[config.mk]
export PLATFORM = sky130hd
export DESIGN_NAME = rm_swap_ctrl
export DESIGN_NICKNAME = d
export VERILOG_FILES = /design/src/rtl/rm_swap_ctrl.sv
export SDC_FILE = /design/constraint.sdc
export NUM_CORES = 1
export LEC_CHECK = 0
export CAP_MARGIN = 15
export CORE_ASPECT_RATIO = 1.4
export CORE_MARGIN = 2
export CORE_UTILIZATION = 40
export DETAILED_ROUTE_END_ITERATION = 8
export PLACE_DENSITY = 0.65
export RECOVER_POWER = 50
export SETUP_SLACK_MARGIN = 0.5
export SYNTH_ARGS = -nofsm -noshare
export SYNTH_HDL_FRONTEND = slang
export SYNTH_SLANG_ARGS = --single-unit
[constraint.sdc]
create_clock -name pl_clk -period 4.32 [get_ports pl_clk]
set_input_delay 0.432 -clock pl_clk [delete_from_list [all_inputs] [get_ports pl_clk]]
set_output_delay 0.432 -clock pl_clk [all_outputs]
set_load 0.01 [all_outputs]
[src/rtl/rm_swap_ctrl.sv]
// rm_swap_ctrl: sequences a partial-reconfiguration swap for a single
// reconfigurable partition. Accepts a request for an RM id. The sequence is:
// decouple the RP, drain, pulse the PR loader, wait for it to finish,
// hold the new RM in reset, release it, let it settle, and recouple.
//
// Ports
//   pl_clk, pl_resetn      clock, asynchronous active-low reset
//   req_valid/req_ready    swap request handshake, req_id = RM to load
//   pr_start, pr_id        loader trigger pulse and RM id for the loader
//   pr_done, pr_error      loader completion / failure pulses
//   decouple, rm_resetn    RP isolation and active-low RM reset
//   rm_data, led_out       raw RP output and registered, decoupled LED drive
//   busy, swap_done        swap in progress / one-cycle success pulse
//   active_id              RM currently loaded and running
//   err, err_code          sticky fault flag; 01 loader error, 10 timeout
//
// state   | meaning
// IDLE    | RM running and coupled, waiting for a request
// DRAIN   | RP decoupled, letting in-flight activity drain
// PROG    | RM in reset, loader triggered, waiting for done/error/timeout
// HOLD    | new RM loaded, reset still held
// RELEASE | reset released, still decoupled while the RM settles
// FAULT   | load failed; RP stays isolated until a new request arrives

module rm_swap_ctrl #(
    parameter int          RM_ID_W     = 2,
    parameter int          INIT_ID     = 0,
    parameter int unsigned DRAIN_CYC   = 16,
    parameter int unsigned RST_HOLD    = 16,
    parameter int unsigned SETTLE_CYC  = 8,
    parameter int unsigned TIMEOUT_CYC = 2**24,
    parameter int          HOLD_LAST   = 1,
    parameter logic [3:0]  SAFE_VAL    = 4'b0000
) (
    input  logic               pl_clk,
    input  logic               pl_resetn,
    input  logic               req_valid,
    output logic               req_ready,
    input  logic [RM_ID_W-1:0] req_id,
    output logic               pr_start,
    output logic [RM_ID_W-1:0] pr_id,
    input  logic               pr_done,
    input  logic               pr_error,
    output logic               decouple,
    output logic               rm_resetn,
    input  logic [3:0]         rm_data,
    output logic [3:0]         led_out,
    output logic               busy,
    output logic               swap_done,
    output logic [RM_ID_W-1:0] active_id,
    output logic               err,
    output logic [1:0]         err_code
);

    typedef enum logic [2:0] {
        S_IDLE, S_DRAIN, S_PROG, S_HOLD, S_RELEASE, S_FAULT
    } state_t;

    // Down-counter reload values; each phase ends when the count hits zero,
    // so a reload of N-1 gives exactly N cycles in that phase.
    localparam logic [31:0] DRAIN_LD  = 32'(DRAIN_CYC - 1);
    localparam logic [31:0] HOLD_LD   = 32'(RST_HOLD - 1);
    localparam logic [31:0] SETTLE_LD = 32'(SETTLE_CYC - 1);
    localparam logic [31:0] TO_LD     = 32'(TIMEOUT_CYC - 1);
    localparam logic [RM_ID_W-1:0] INIT_VAL = RM_ID_W'(INIT_ID);

    state_t             state_q, state_d;
    logic [31:0]        cnt_q, cnt_d;
    logic               decouple_q, decouple_d;
    logic               rm_resetn_q, rm_resetn_d;
    logic               pr_start_q, pr_start_d;
    logic [RM_ID_W-1:0] pr_id_q, pr_id_d;
    logic [RM_ID_W-1:0] active_id_q, active_id_d;
    logic               busy_q, busy_d;
    logic               swap_done_q, swap_done_d;
    logic               err_q, err_d;
    logic [1:0]         err_code_q, err_code_d;
    logic [3:0]         led_q, led_d;
    logic               hs;

    assign req_ready = (state_q == S_IDLE) || (state_q == S_FAULT);
    assign hs        = req_valid && req_ready;

    always_comb begin
        state_d     = state_q;
        cnt_d       = (cnt_q != 32'd0) ? cnt_q - 32'd1 : 32'd0;
        decouple_d  = decouple_q;
        rm_resetn_d = rm_resetn_q;
        pr_start_d  = 1'b0;
        pr_id_d     = pr_id_q;
        active_id_d = active_id_q;
        busy_d      = busy_q;
        swap_done_d = 1'b0;
        err_d       = err_q;
        err_code_d  = err_code_q;

        case (state_q)
            S_IDLE, S_FAULT: begin
                // Out of reset the RM comes up on the first edge in IDLE;
                // in FAULT it stays held until a new request.
                if (state_q == S_IDLE) rm_resetn_d = 1'b1;
                if (hs) begin
                    state_d     = S_DRAIN;
                    cnt_d       = DRAIN_LD;
                    pr_id_d     = req_id;
                    err_d       = 1'b0;
                    err_code_d  = 2'b00;
                    decouple_d  = 1'b1;
                    busy_d      = 1'b1;
                    rm_resetn_d = 1'b1;
                end
            end
            S_DRAIN: begin
                if (cnt_q == 32'd0) begin
                    state_d     = S_PROG;
                    cnt_d       = TO_LD;
                    pr_start_d  = 1'b1;
                    rm_resetn_d = 1'b0;
                end
            end
            S_PROG: begin
                if (pr_error) begin
                    state_d    = S_FAULT;
                    err_d      = 1'b1;
                    err_code_d = 2'b01;
                    busy_d     = 1'b0;
                end else if (pr_done) begin
                    state_d = S_HOLD;
                    cnt_d   = HOLD_LD;
                end else if (cnt_q == 32'd0) begin
                    state_d    = S_FAULT;
                    err_d      = 1'b1;
                    err_code_d = 2'b10;
                    busy_d     = 1'b0;
                end
            end
            S_HOLD: begin
                if (cnt_q == 32'd0) begin
                    state_d     = S_RELEASE;
                    cnt_d       = SETTLE_LD;
                    rm_resetn_d = 1'b1;
                end
            end
            S_RELEASE: begin
                if (cnt_q == 32'd0) begin
                    state_d     = S_IDLE;
                    decouple_d  = 1'b0;
                    busy_d      = 1'b0;
                    swap_done_d = 1'b1;
                    active_id_d = pr_id_q;
                end
            end
            default: state_d = S_IDLE;
        endcase
    end

    // LED path uses the decouple value already registered for this cycle.
    always_comb begin
        if (!decouple_q)        led_d = rm_data;
        else if (HOLD_LAST != 0) led_d = led_q;
        else                    led_d = SAFE_VAL;
    end

    always_ff @(posedge pl_clk or negedge pl_resetn) begin
        if (!pl_resetn) begin
            state_q     <= S_IDLE;
            cnt_q       <= 32'd0;
            decouple_q  <= 1'b0;
            rm_resetn_q <= 1'b0;
            pr_start_q  <= 1'b0;
            pr_id_q     <= INIT_VAL;
            active_id_q <= INIT_VAL;
            busy_q      <= 1'b0;
            swap_done_q <= 1'b0;
            err_q       <= 1'b0;
            err_code_q  <= 2'b00;
            led_q       <= 4'h0;
        end else begin
            state_q     <= state_d;
            cnt_q       <= cnt_d;
            decouple_q  <= decouple_d;
            rm_resetn_q <= rm_resetn_d;
            pr_start_q  <= pr_start_d;
            pr_id_q     <= pr_id_d;
            active_id_q <= active_id_d;
            busy_q      <= busy_d;
            swap_done_q <= swap_done_d;
            err_q       <= err_d;
            err_code_q  <= err_code_d;
            led_q       <= led_d;
        end
    end

    assign decouple  = decouple_q;
    assign rm_resetn = rm_resetn_q;
    assign pr_start  = pr_start_q;
    assign pr_id     = pr_id_q;
    assign active_id = active_id_q;
    assign busy      = busy_q;
    assign swap_done = swap_done_q;
    assign err       = err_q;
    assign err_code  = err_code_q;
    assign led_out   = led_q;

endmodule
==> results.json, run 1 <==
{
  "row_count": 34,
  "run_status": "complete, but fails checks",
  "synth-main-ff-cell": "dfrtp_1",
  "post_cts_buffers": 0,
  "internal_power_mw": 1.18,
  "synth_seq_area_share": 0.486,
  "seqPwrFrac": 0.439,
  "synth.net_count": 282,
  "hpwl_detailed_mm": 3.83,
  "groute.usage.overall": 0.165,
  "reported_max_cap_violation_count": 1,
  "cts_htree_levels": 2,
  "die_area_sq_mm": 0.00723,
  "pwr-share-clk": 0.182,
  "worst_clock_skew_ns": 0.0127,
  "buffer_ports.inserted": 27,
  "pd_cells_mw_per_mm2": 616,
  "dpl_cells": 358,
  "detail_route.iter0.violations": 154,
  "die_x_microns": 72.5,
  "clk_path_buf_depth": 2,
  "postPlaceCellArea_sq_mm": 0.00294,
  "io_pins": 28,
  "timing.final.setup_violations": 0,
  "clk_latency_ns": 0.31,
  "ctsRootBufferMaster": "clkbuf_8",
  "netlist-cell-type-count": 48,
  "core_region_area_sq_mm": 0.00630,
  "drive_gt1_frac": 0.0678,
  "worst_slew_pin_slew_ns": 1.82,
  "synthesis.area_per_instance_sq_um": 9.75,
  "drc": 0,
  "routedWlPerCell_microns": 15.0,
  "layout-area-overhead-vs-synth_pct": 16.4,
  "start_util": 0.417,
  "max_clock_freq_ghz": 0.339,
  "drt-total-wl_mm": 5.50,
  "setup_repair_after_global_routing_missed_its_margin": "no",
  "p_sw_frac": 0.373,
  "tritoncts.num_buffers": 5,
  "cts_resized": 0,
  "violated_checks": "max-capacitance violations, max-slew violations",
  "holdBufCountCts": 0,
  "power_frac_comb": 0.378,
  "synth_enable_flop_cells": 0,
  "grt_pass1_vias": 2051,
  "period_share": 0.683,
  "antenna_found_initial": 0,
  "power.net_switching_uw": 703,
  "slowest_stage": "or4_1",
  "r2r-start": "cnt_q[9]",
  "total_power_consumption_mw": 1.88,
  "postRouteAntennaNets": 0,
  "totalNegativeSetupSlack_ns": 0,
  "yosys_warnings": 0,
  "cellLeakagePower_nw": 1.25,
  "ys_ff_latch": 51,
  "fp.dieH_microns": 99.8,
  "grt_first_pass_wirelength_mm": 9.50,
  "launching_instance_or_port_of_the_critical_path": "cnt_q[9]",
  "maxSlewHeadroom": -0.213,
  "routabilityCongestion": 0.779,
  "crit_required_ns": 4.53,
  "crit_path_cell_trace": "nor3_1, nand3_1, or4_1, nor3_4, mux2_1",
  "clock_sinks": 51,
  "post-route-min-period_ns": 2.95,
  "nets": 307,
  "hold_viol_final": 0,
  "postSynthCellCount": 269,
  "grt_start_max_net_pins": 52,
  "route.vias.total": 2089,
  "finalNonFillerCells": 367,
  "start_kind": "register",
  "n_antenna_cell": 0,
  "irDropWorstVdd_mv": 0.333,
  "crit_path_max_fanout": 15,
  "clk_pin_slew_worst_paths_ns": 0.10,
  "critical_path_arrival_ns": 3.16,
  "timing_max_transition_violations_final": 35,
  "crit_type": "register to register",
  "async_flop_share": 1.00,
  "detail_route.vias_per_cell": 5.69,
  "drt_pre_antenna_iters": 4,
  "timing.critical_path.slowest_cell_delay_ns": 0.82,
  "overflow": 0,
  "final_area_sq_mm": 0.00305,
  "timing.critical_path.to_type": "register",
  "hold_path_class": "input port to asynchronous set/reset pin",
  "netlist_area_before_placement_sq_mm": 0.00262,
  "tritoncts": "done",
  "post-route-util": 0.485
}
-- sequential cells by signal (all words and copies together) (netlist names) --
name       count
active_id      2
rm_resetn      1
busy           1
cnt_q         32
swap_done      1
pr_start       1
state_q        3
led_out        4
decouple       1
err            1
pr_id          2
err_code       2
-- power groups by stage --
stage          clock [mW]  combinational [mW]  sequential [mW]
6_report            0.343               0.712            0.827
5_1_grt             0.368               0.795            0.854
4_1_cts             0.353               0.721            0.826
3_5_place_dp            0               0.718            0.834
3_3_place_gp            0               0.711            0.826
2_1_floorplan           0               0.495            0.817
-- worst max-delay path: cells and delay by family, from the launching register on --
kind / cells / cell delay [ns]
AND/OR/NAND/NOR: 4 / 2.08
flip-flops: 1 / 0.42
multiplexers: 1 / 0.35
-- placed cells by master (no fill, tap or decap), types with 6 or more instances in the layout --
master           Yosys  final
nor4_1              14     14
dfrtp_1             51     51
nand2_1             11     11
a21oi_1             26     26
or3_1                6      6
clkdlybuf4s50_1      0     22
xor2_1               8      8
inv_1                7      7
nor2_1              31     31
xnor2_1             18     18
mux2_2               6      6
o21ai_0              6      6
nor3_1              14     14
-- stage by stage --
stage	setup WS (ns)	hold slack (ns)
floorplan	1.86	0.136
global placement	1.48	0.469
detailed placement	1.41	0.474
CTS	1.41	0.368
global route	1.12	0.328
finish	1.37	0.219
-- cell families (layout without fill, tap and decap cells) --
group / count (synthesis) / after routing / share of synthesized area
buf+inv: 18 / 44 / 0.0291
mux: 8 / 8 / 0.0343
xor+xnor: 26 / 26 / 0.0868
compound gates: 57 / 57 / 0.134
flops: 51 / 51 / 0.486
simple gates: 107 / 107 / 0.220
fa+ha+maj: 2 / 2 / 0.00954
-- layout make-up --
class	instances	area (sq um)
fillers	593	3240
flip-flops and latches	51	1280
multi-input cells	200	1270
repair buffers	29	275
well taps	72	90.1
clock buffers	5	68.8
clock inverters	3	46.3
inverters	7	26.3
-- synth_stat cells, types with 3 or more instances --
| cell | number | area [sq um] |
|---|---|---|
| dfrtp_1 | 51 | 1280 |
| nor2_1 | 31 | 116 |
| a21oi_1 | 26 | 130 |
| xnor2_1 | 18 | 158 |
| nor3_1 | 14 | 70.1 |
| nor4_1 | 14 | 87.6 |
| nand2_1 | 11 | 41.3 |
| clkbuf_1 | 8 | 30.0 |
| xor2_1 | 8 | 70.1 |
| inv_1 | 7 | 26.3 |
| mux2_2 | 6 | 67.6 |
| o21ai_0 | 6 | 30.0 |
| or3_1 | 6 | 37.5 |
| nand2b_1 | 5 | 31.3 |
| nand4_1 | 4 | 25.0 |
| a31oi_1 | 3 | 18.8 |
| and2_1 | 3 | 18.8 |
| nand3_1 | 3 | 15.0 |
| nor2b_1 | 3 | 18.8 |
| o21bai_1 | 3 | 22.5 |
| o31ai_1 | 3 | 22.5 |
| or4_1 | 3 | 22.5 |
-- routing by layer --
layer	up-vias	wire length, microns	global-route usage
met4	0	95	0.0584
met2	72	2690	0.284
met5	-	0	0
met1	989	2450	0.205
li1	1019	-	-
met3	9	269	0.0301
-- final timing paths --
kind / end / slack (ns) / cells past startpoint
max reg2reg: active_id[0] / 1.37 / 5
max: active_id[0] / 1.37 / 5
min in group pl_clk: active_id[1] / 0.49 / 1
max in group asynchronous: cnt_q[17] / 1.91 / 2
min: swap_done / 0.22 / 1
min reg2reg: active_id[1] / 0.49 / 1
No activity file was read; power rests on OpenSTA's default activity.
==> run 2, diff against run 1 <==
- PLACE_DENSITY: 0.65 -> 0.67
- clock period: 4.32 -> 2.5 ns (I/O delays scaled with it)
==> results.json, run 2 (synthesized netlist as in run 1, its figures left out) <==
{
  "crit_path_cell_trace": "or3_4, or4b_4, or4_4, o21ai_1, buf_12, a311oi_1",
  "fin_worst_hold_slack_ns": 0.497,
  "reported_max_cap_violation_count": 0,
  "number_of_flip_flops_under_the_largest_register_name": 32,
  "clock_sinks": 51,
  "gr_util_met1": 0.210,
  "buffer_ports.inserted": 27,
  "bufs_and_invs_on_worst_path": 1,
  "global_routing_met3_resource_utilization": 0.0301,
  "grt.busiest_layer": "met2",
  "ctsRootBufferMaster": "clkbuf_8",
  "nets": 351,
  "tritoncts": "done",
  "grt_start_max_net_pins": 30,
  "detail_route.iter0.violations": 163,
  "fp.dieH_microns": 99.8,
  "grt_first_pass_wirelength_mm": 10.3,
  "crit_type": "register to register",
  "totalNegativeSetupSlack_ns": 0,
  "post-route-min-period_ns": 2.44,
  "start_util": 0.417,
  "maxSlewHeadroom": 0.118,
  "crit_required_ns": 2.68,
  "commonest_cells_after_routing_fill_and_taps_aside": "48 x dfrtp_1, 39 x buf_4, 25 x nor2_1, 25 x a21oi_1, 22 x clkdlybuf4s50_1",
  "timing_max_transition_violations_final": 0,
  "timing.critical_path.to_type": "register",
  "fill_cells": 548,
  "route.vias.total": 2324,
  "clk_pin_slew_worst_paths_ns": 0.09,
  "tritoncts.num_buffers": 5,
  "postRouteAntennaNets": 0,
  "worst_r2r_path_depth": 6,
  "drive_gt1_frac": 0.292,
  "n_antenna_cell": 0,
  "hold_path.startpoint": "active_id[0]",
  "critical-path-top-delay-family": "simple AND/OR/NAND/NOR gates",
  "layout-area-overhead-vs-synth_pct": 40.4,
  "drt-total-wl_mm": 6.43,
  "max_clock_freq_ghz": 0.410,
  "overflow": 0,
  "regToRegEndpoint": "cnt_q[9]",
  "core_region_area_sq_mm": 0.00630,
  "timing.final.setup_violations": 0,
  "io_pins": 28,
  "row_count": 34,
  "worst_clock_skew_ns": 0.00803,
  "die_area_sq_mm": 0.00723,
  "crit_path_max_fanout": 20,
  "hold_viol_final": 0,
  "hold_path_class": "register to register",
  "pd_cells_mw_per_mm2": 1070,
  "reg2reg_slack_ns": 0.06,
  "clk_path_buf_depth": 2,
  "timing.critical_path.slowest_cell_delay_ns": 0.52,
  "antenna_found_initial": 0,
  "cellLeakagePower_nw": 1.53,
  "drt_pre_antenna_iters": 4,
  "clk_latency_ns": 0.31,
  "detail_route.vias_per_cell": 5.65,
  "worst_slew_pin_slew_ns": 1.32,
  "launching_instance_or_port_of_the_critical_path": "cnt_q[30]",
  "die_x_microns": 72.5,
  "irDropWorstVdd_mv": 0.550,
  "critical_path_arrival_ns": 2.62,
  "routabilityCongestion": 0.820,
  "start_kind": "register",
  "grt_pass1_vias": 2256,
  "groute.usage.overall": 0.182,
  "cts_htree_levels": 2,
  "worstSetupEndpoint": "cnt_q[9]",
  "drc": 0,
  "layout_commonest_cell": "dfrtp_1",
  "slowest_stage": "or4b_4",
  "routedWlPerCell_microns": 15.7,
  "post-route-util": 0.585,
  "hpwl_detailed_mm": 4.07,
  "regMostFlops": "cnt_q",
  "worst-path-stages": 6,
  "global_route.usage.met2": 0.317,
  "r2r-start": "cnt_q[30]",
  "setup_repair_after_global_routing_missed_its_margin": "yes",
  "period_share": 0.976,
  "run_status": "complete, no violations"
}
[run 2: worst min-delay path by stage]
stage,endpoint,slack (ns),depth (start not counted)
floorplan,active_id[0],-0.05,0
global placement,swap_done,0.27,1
detailed placement,swap_done,0.28,1
CTS,cnt_q[23],0.47,2
global route,led_out[0],0.53,1
finish,active_id[0],0.50,1
[run 2: final cells by class]
| class | instances | area (sq um) | area share |
|---|---|---|---|
| Clock inverter | 2 | 60.1 | 0.0163 |
| Timing Repair Buffer | 73 | 652 | 0.177 |
| Multi-Input combinational cell | 200 | 1500 | 0.408 |
| Tap cell | 72 | 90.1 | 0.0245 |
| Inverter | 7 | 26.3 | 0.00713 |
| Clock buffer | 6 | 72.6 | 0.0197 |
| Sequential cell | 51 | 1280 | 0.347 |
[run 2: through the flow]
stage                     setup WS [ns]  power, mW  instances  cell area (sq um)
final                            0.0593       3.93        411               3680
after floorplan                  0.0433       2.27        269               2620
after global routing            0.00107       4.22        411               3680
after global placement           0.0612       2.82        379               3120
after CTS                        0.0684       3.76        398               3430
after detailed placement       -0.00747       2.86        379               3120
[run 2: per-layer routing]
metal  vias to the layer above  wire length (microns)
met4                         0                    279
met1                      1137                   2690
met5                         -                      0
met2                        61                   3250
li1                       1105                      -
met3                        21                    218
[run 2: power breakdown]
group	leakage [nW]	internal [mW]	switching, mW	total (mW)
logic	0.823	0.955	0.847	1.80
registers	0.646	1.13	0.328	1.46
clock network	0.0654	0.400	0.277	0.677
total	1.53	2.48	1.45	3.93
[run 2: repair_timing]
item,in CTS,in global routing
pin swaps,7,5
setup buffers,10,13
resized for setup,21,34
hold endpoints to repair,22,0
hold buffers,1,0
endpoints found under the setup margin,40,43
